`config.mk`:
```
export PLATFORM = sky130hd
export DESIGN_NAME = conv2d_seq_ctrl
export DESIGN_NICKNAME = d
export VERILOG_FILES = /design/src/rtl/conv2d_seq_ctrl.sv
export SDC_FILE = /design/constraint.sdc
export NUM_CORES = 1
export LEC_CHECK = 0
export ABC_AREA = 1
export CORE_UTILIZATION = 40
export DETAILED_ROUTE_END_ITERATION = 7
export PLACE_DENSITY = 0.75
export SKIP_CTS_REPAIR_TIMING = 1
export SYNTH_ARGS = -nofsm -noshare
export SYNTH_HDL_FRONTEND = slang
export SYNTH_SLANG_ARGS = --single-unit
```
`constraint.sdc`:
```
create_clock -name clk -period 2.3 [get_ports clk]
set_input_delay 0.46 -clock clk [delete_from_list [all_inputs] [get_ports clk]]
set_output_delay 0.46 -clock clk [all_outputs]
set_load 0.03 [all_outputs]
```
`src/rtl/conv2d_seq_ctrl.sv`:
```
`default_nettype none
// ============================================================================
// Module   : conv2d_seq_ctrl
// Purpose  : Clears a 3x3 conv2D engine, streams a WIDTH x HEIGHT map into it
//            and packs the non-wrapping windows into an output buffer.
//            Optional cycle counter port enabled by CONV2D_SEQ_CTRL_PERF_EN.
// Revision : 1.0  initial release
// ============================================================================
module conv2d_seq_ctrl #(
    parameter int DATA_WIDTH    = 32,
    parameter int WIDTH         = 5,
    parameter int HEIGHT        = 5,
    parameter int ADDR_WIDTH    = 10,
    parameter int DRAIN_TIMEOUT = 64
) (
    input  logic                  clk,
    input  logic                  rst,
    input  logic                  start,
    output logic                  busy,
    output logic                  done,
    output logic                  timeout_err,
    output logic                  in_rd_en,
    output logic [ADDR_WIDTH-1:0] in_addr,
    input  logic [DATA_WIDTH-1:0] in_data,
    output logic                  conv_rst,
    output logic                  conv_wren,
    output logic [DATA_WIDTH-1:0] conv_data_in,
    input  logic                  conv_valid_out,
    input  logic [DATA_WIDTH-1:0] conv_data_out,
`ifdef CONV2D_SEQ_CTRL_PERF_EN
    output logic [31:0]           perf_cycles,
`endif
    output logic                  out_wr_en,
    output logic [ADDR_WIDTH-1:0] out_addr,
    output logic [DATA_WIDTH-1:0] out_data
);

    localparam logic [ADDR_WIDTH-1:0] c_LAST_PIX   = ADDR_WIDTH'(WIDTH * HEIGHT - 1);
    localparam logic [ADDR_WIDTH-1:0] c_LAST_KEEP  = ADDR_WIDTH'((WIDTH - 2) * (HEIGHT - 2) - 1);
    localparam logic [ADDR_WIDTH-1:0] c_COL_FIRST  = ADDR_WIDTH'((2 * WIDTH + 2) % WIDTH);
    localparam logic [ADDR_WIDTH-1:0] c_COL_LAST   = ADDR_WIDTH'(WIDTH - 1);
    localparam logic [ADDR_WIDTH-1:0] c_COL_MIN    = ADDR_WIDTH'(2);
    localparam logic [ADDR_WIDTH-1:0] c_DRAIN_LAST = ADDR_WIDTH'(DRAIN_TIMEOUT - 1);

    typedef enum logic [2:0] {
        S_IDLE  = 3'd0,
        S_CLR   = 3'd1,
        S_LOAD  = 3'd2,
        S_DRAIN = 3'd3,
        S_DONE  = 3'd4
    } state_t;

    state_t                r_state;
    logic                  r_conv_rst;
    logic [ADDR_WIDTH-1:0] r_col;
    logic [ADDR_WIDTH-1:0] r_kept;
    logic [ADDR_WIDTH-1:0] r_drain_cnt;
    logic                  w_active;
    logic                  w_keep;
    logic                  w_last_keep;

    // Engine results only count while the map is in flight; the first result
    // belongs to pixel 2*WIDTH+2, so the column tracker is seeded from there.
    assign w_active    = (r_state == S_LOAD) || (r_state == S_DRAIN);
    assign w_keep      = w_active && conv_valid_out && (r_col >= c_COL_MIN);
    assign w_last_keep = w_keep && (r_kept == c_LAST_KEEP);

    // The engine must be cleared for as long as the controller itself is in reset.
    assign conv_rst = rst || r_conv_rst;

    always_ff @(posedge clk) begin
        if (rst) begin
            r_state      <= S_IDLE;
            r_conv_rst   <= 1'b0;
            r_col        <= '0;
            r_kept       <= '0;
            r_drain_cnt  <= '0;
            busy         <= 1'b0;
            done         <= 1'b0;
            timeout_err  <= 1'b0;
            in_rd_en     <= 1'b0;
            in_addr      <= '0;
            conv_wren    <= 1'b0;
            conv_data_in <= '0;
            out_wr_en    <= 1'b0;
            out_addr     <= '0;
            out_data     <= '0;
        end else begin
            conv_wren    <= in_rd_en;
            conv_data_in <= in_data;
            out_wr_en    <= 1'b0;
            done         <= 1'b0;
            r_conv_rst   <= 1'b0;

            if (w_active && conv_valid_out) begin
                r_col <= (r_col == c_COL_LAST) ? '0 : r_col + 1'b1;
                if (w_keep) begin
                    out_wr_en <= 1'b1;
                    out_addr  <= r_kept;
                    out_data  <= conv_data_out;
                    r_kept    <= r_kept + 1'b1;
                end
            end

            case (r_state)
                S_IDLE: begin
                    if (start) begin
                        r_state     <= S_CLR;
                        busy        <= 1'b1;
                        timeout_err <= 1'b0;
                        r_conv_rst  <= 1'b1;
                    end
                end
                S_CLR: begin
                    r_state     <= S_LOAD;
                    in_rd_en    <= 1'b1;
                    in_addr     <= '0;
                    r_col       <= c_COL_FIRST;
                    r_kept      <= '0;
                    r_drain_cnt <= '0;
                end
                S_LOAD: begin
                    if (w_last_keep) begin
                        r_state  <= S_DONE;
                        done     <= 1'b1;
                        in_rd_en <= 1'b0;
                    end else if (in_addr == c_LAST_PIX) begin
                        r_state  <= S_DRAIN;
                        in_rd_en <= 1'b0;
                    end else begin
                        in_addr <= in_addr + 1'b1;
                    end
                end
                S_DRAIN: begin
                    // A final write landing on the timeout cycle wins: no error.
                    if (w_last_keep) begin
                        r_state <= S_DONE;
                        done    <= 1'b1;
                    end else if (r_drain_cnt == c_DRAIN_LAST) begin
                        r_state     <= S_DONE;
                        done        <= 1'b1;
                        timeout_err <= 1'b1;
                    end else begin
                        r_drain_cnt <= r_drain_cnt + 1'b1;
                    end
                end
                S_DONE: begin
                    r_state <= S_IDLE;
                    busy    <= 1'b0;
                end
                default: r_state <= S_IDLE;
            endcase
        end
    end

`ifdef CONV2D_SEQ_CTRL_PERF_EN
    // Starts at 1 so the accepted-start cycle itself is included.
    always_ff @(posedge clk) begin
        if (rst) begin
            perf_cycles <= '0;
        end else if (r_state == S_IDLE) begin
            if (start) begin
                perf_cycles <= 32'd1;
            end
        end else begin
            perf_cycles <= perf_cycles + 32'd1;
        end
    end
`endif

endmodule
`default_nettype wire
```
# After elaboration in Yosys (flattened, before gate mapping)
# Index checks and enable logic that the tools add are counted.
# W data, S select, Z words.
# op_classes
add_sub_neg	4
n_mux	30
n_lt_le_gt_ge	1
n_reduce_logical	21
n_bitwise	2
eq_ne	16
# ops
op	count
$mux W10	5
$add A10 B1 Y10 const B	4
$pmux W10 S2	2
$mux W3	5
$pmux W3 S4	1
$mux W1	11
$eq A10 B3 Y1 const B	1
$eq A10 B4 Y1 const B	1
$eq A10 B5 Y1 const B	1
$eq A10 B6 Y1 const B	1
$ge A10 B2 Y1 const B	1
$ne A2 B2 Y1 const B	5
$reduce_bool A2 Y1	5
$reduce_and A3 Y1	3
$pmux W1 S2	4
$eq A3 B2 Y1 const B	2
$ne A3 B2 Y1 const B	2
$reduce_and A2 Y1	3
$reduce_or A2 Y1	3
$mux W2	2
$reduce_and A4 Y1	1
$eq A3 B1 Y1 const B	1
$eq A3 B3 Y1 const B	1
$logic_and A1 B1 Y1	3
4 further kinds	6
# word_totals
ff_bits	124
elab_cells	90
output_inout_bits	91
in_bits	68

# Logic depth before layout (Yosys ltp)
# logic_depth
ltp_word	7
mapped_depth	13
ltp_nobuf	13

# Worst setup path before layout
# Ideal clock, no wire load.
# synth_timing
path_kind	register to register
start	reg r_col[0]
end	reg out_addr[7]
setup_ns	0.123
t_required_ns	2.177
t_arrival_ns	1.591
path_stages_with_launch	12
path_slack_ns	0.586
n_path_buf	2
cell_sequence	dfxtp_1 -> inv_1 -> ha_1 -> or2_0 -> nor2_1 -> nand2_1 -> nand2_4 -> inv_4 -> buf_6 -> buf_6 -> o21ai_0 -> a21oi_1
# synth_via
elab_chain_len	3
# synth_lines
item	line_no	text
from (decl)	55	logic [ADDR_WIDTH-1:0] r_col;
from (signal assigned)	96	r_col <= (r_col == c_COL_LAST) ? '0 : r_col + 1'b1;
from (signal assigned)	118	r_col <= c_COL_FIRST;
$ge A10 B2 Y1	65	assign w_keep = w_active && conv_valid_out && (r_col >= c_COL_MIN);
$logic_and A1 B1 Y1	65	
$reduce_and A2 Y1 (no source line)	-	
to (signal assigned)	99	out_addr <= r_kept;
to (decl)	34	output logic [ADDR_WIDTH-1:0] out_addr,
# No other way between the ends.
# A chain may end at the register's enable or synchronous reset.

# Worst setup path in the final report
# layout_timing
start	reg in_addr[0]
end	out in_addr[0]
# layout_rtl
item	line_no	text
from (decl)	23	output logic [ADDR_WIDTH-1:0] in_addr,
from (signal assigned)	131	in_addr <= in_addr + 1'b1;
# No word-level cell between the ends.

==> results.ini <==
[run_status]
outcome = finished clean

[cells_and_area]
multi_input_area_mm2 = 0.002223
fin_nets = 924
regArea_mm2 = 0.002482
fin_area_mm2 = 0.007515
nFillCells = 1161
area_growth_pct = 45.28
utilization = 0.5955
drive_gt1_frac = 0.06852

[run]
cap_violations = 0

[worst_setup_path]
slowest_stage = clkdlybuf4s50_1
cp_max_fo = 7
slowest_delay_ns = 0.72
cp_cell_sequence = clkdlybuf4s50_1
critPathKind = register to output pin
critical_path_arrival_ns = 1.59
end_kind = output pin
worst-path-buf-inv = 1
worstSetupStartpointType = register
critPathTopFamily = buffers and inverters
worstRegToRegCells = 10
cp.required_ns = 1.84
path_depth = 1

[logic_synthesis]
yosys.area.top_type_share = 0.4799
synth_area_mm2 = 0.005172
yosysSeqAreaShare = 0.4799
ys_top_cells_by_area = dfxtp_1 (48%), nor2_1 (11%), nand2_1 (6.5%)
syn_inst = 690
synth_nets = 766
synthDistinctLibCells = 38
synth_top_cell_by_area = dfxtp_1
synth-seq-cells = 124
ys_warn_count = 0
syn_area_per_cell_um2 = 7.496

[grt]
grt_pass1_wl_mm = 21.09
antenna_found_initial = 0
grt-ovfl-total = 0
grtUsageTotal = 0.2006
grt_max_degree = 59
grt_pass1_vias = 4610

[detailed_routing]
top_layer_used = met4
met3_length_mm = 1.249
wl_met1_mm = 5.692
drtIter0Drc = 383
vias = 4936
drc_errors = 0
first_pass_iters = 5
viasPerCell = 4.774
postRouteWirelength_mm = 12.95
routedWlPerCell_um = 12.52
met2WireLength_mm = 5.814
postRouteAntennaNets = 0

[die]
rows = 41
die_width_um = 115.7
die-area_mm2 = 0.01339
die_h_um = 115.7
start_util = 0.4099
core_area_mm2 = 0.01262
ios = 159

[placement]
io_buffers = 158
post_dp_cell_area_mm2 = 0.006909
globalplace.congestion = 0.8355
place_hpwl_mm = 8.897

[power_and_ir_drop]
powerDensity_mw_per_mm2 = 895.1
p_int_mw = 4.687
p_clk_frac = 0.404
share_comb_of_total_power = 0.230
finalPower_mw = 6.727
power_frac_seq = 0.367
sw_frac_of_total = 0.3033
power_switching_mw = 2.040
leakagePower_nw = 2.950
ir_worst_vdd_v = 0.0005240

[clocking]
clk_path_buf_depth = 2
cts-htree-levels = 4
clkTransAtPathRegs_ns = 0.06
cts_tree = built
numCtsBuffers = 17
numClockSinks = 124
clk_latency_ns = 0.41
cts_root_buffer = clkbuf_16

[hold_path]
hold_path_class = primary input to register
hold_depth = 4

[sta]
tns_ns = 0
finalSetupViolCount = 0
skew_ns = 0.004902
final.min_clock_period_ns = 2.049
fmax_mhz = 487.9
slew_headroom = 0.5848
worstMarginPinSlew_ns = 0.6228
drv_slew = 0
hold_viol = 0
holdWs_ns = 0.4524
rsz0062_at_grt = no
period_share = 0.8911

==> power by group through the flow <==
stage / Sequential (mW) / Clock, mW / Combinational [mW]
final: 2.47 / 2.71 / 1.55
after global routing: 2.49 / 2.87 / 1.70
after CTS: 2.47 / 2.78 / 1.55
after detailed placement: 2.51 / 0 / 1.55
after global placement: 2.51 / 0 / 1.53
after floorplan: 2.76 / 0 / 0.704
==> metrics by stage <==
step,instances,worst slack (ns)
2_1_floorplan,690,0.5855
3_3_place_gp,1001,0.2340
3_5_place_dp,1001,0.1650
4_1_cts,1033,0.2183
5_1_grt,1033,0.1738
6_report,1034,0.2505
==> routing by layer <==
layer  up-vias  track usage
met1      2223       0.2404
met4         0      0.07863
met5         -            0
met3        21      0.07479
met2       178       0.3265
li1       2514            -
==> cell usage after synthesis (all sizes together) <==
master,number
a211oi,3
a21oi,42
a22oi,2
a31oi,2
buf,9
clkbuf,16
dfxtp,124
ha,8
inv,87
nand2,95
nand3,33
nand4,11
nor2,156
nor3,23
nor3b,9
nor4,2
o211ai,1
o21a,1
o21ai,49
o21bai,1
or2,2
xor2,14
==> worst register-to-register path, stage by stage (launching register included) <==
cell and delay (ns):
dfxtp_1 0.40, inv_1 0.11, ha_1 0.19, or2_0 0.19, nor2_1 0.09, nand2_1 0.13, nand3_2 0.17, nand3_2 0.11
buf_4 0.21, a22oi_1 0.16, nor2_1 0.07
==> final timing paths <==
| check | slack [ns] | from | endpoint |
|---|---|---|---|
| setup / recovery | 0.25 | in_addr[0]$_SDFFE_PP0P_ | in_addr[0] |
| hold / removal | 0.45 | rst | r_col[1]$_SDFFE_PP0P_ |
| setup reg to reg | 0.37 | r_col[0]$_SDFFE_PP0P_ | in_addr[0]$_SDFFE_PP0P_ |
| hold reg to reg | 0.46 | in_rd_en$_SDFFE_PP0P_ | conv_wren$_SDFF_PP0_ |
==> cell usage in the layout, fill, tap and decap left out, types with 4 or more instances in the layout <==
cell type        instances
a21oi_1                 42
clkbuf_16               17
clkdlybuf4s50_1        157
clkinvlp_4               5
dfxtp_1                124
ha_1                     8
inv_1                   82
inv_2                    4
nand2_1                 90
nand3_1                 30
nand4_1                 11
nor2_1                 153
nor3_1                  21
nor3b_1                  7
o21ai_0                 49
xor2_1                  14
==> layout make-up <==
| class | instances | share of cell area |
|---|---|---|
| sequential | 124 | 0.3303 |
| multi-input combinational | 454 | 0.2959 |
| timing repair buffer | 164 | 0.2208 |
| clock buffer | 21 | 0.06127 |
| inverter | 87 | 0.04379 |
| tap | 172 | 0.02864 |
| clock inverter | 11 | 0.01898 |
| antenna | 1 | 0.0003330 |
==> state kept, by name, summed over array words and instances, names as in the netlist, 3 cells and up <==
name,cells
out_data,32
r_state,3
r_drain_cnt,10
conv_data_in,32
r_col,10
r_kept,10
in_addr,10
out_addr,10
==> cell families after synthesis <==
group / after synthesis / share of synthesized area
simple gates: 331 / 0.2835
flops: 124 / 0.4799
buf+inv: 112 / 0.09022
compound gates: 101 / 0.1033
xor+xnor: 14 / 0.02371
fa+ha+maj: 8 / 0.01935
Note: power is estimated with default switching activity, not from simulation.
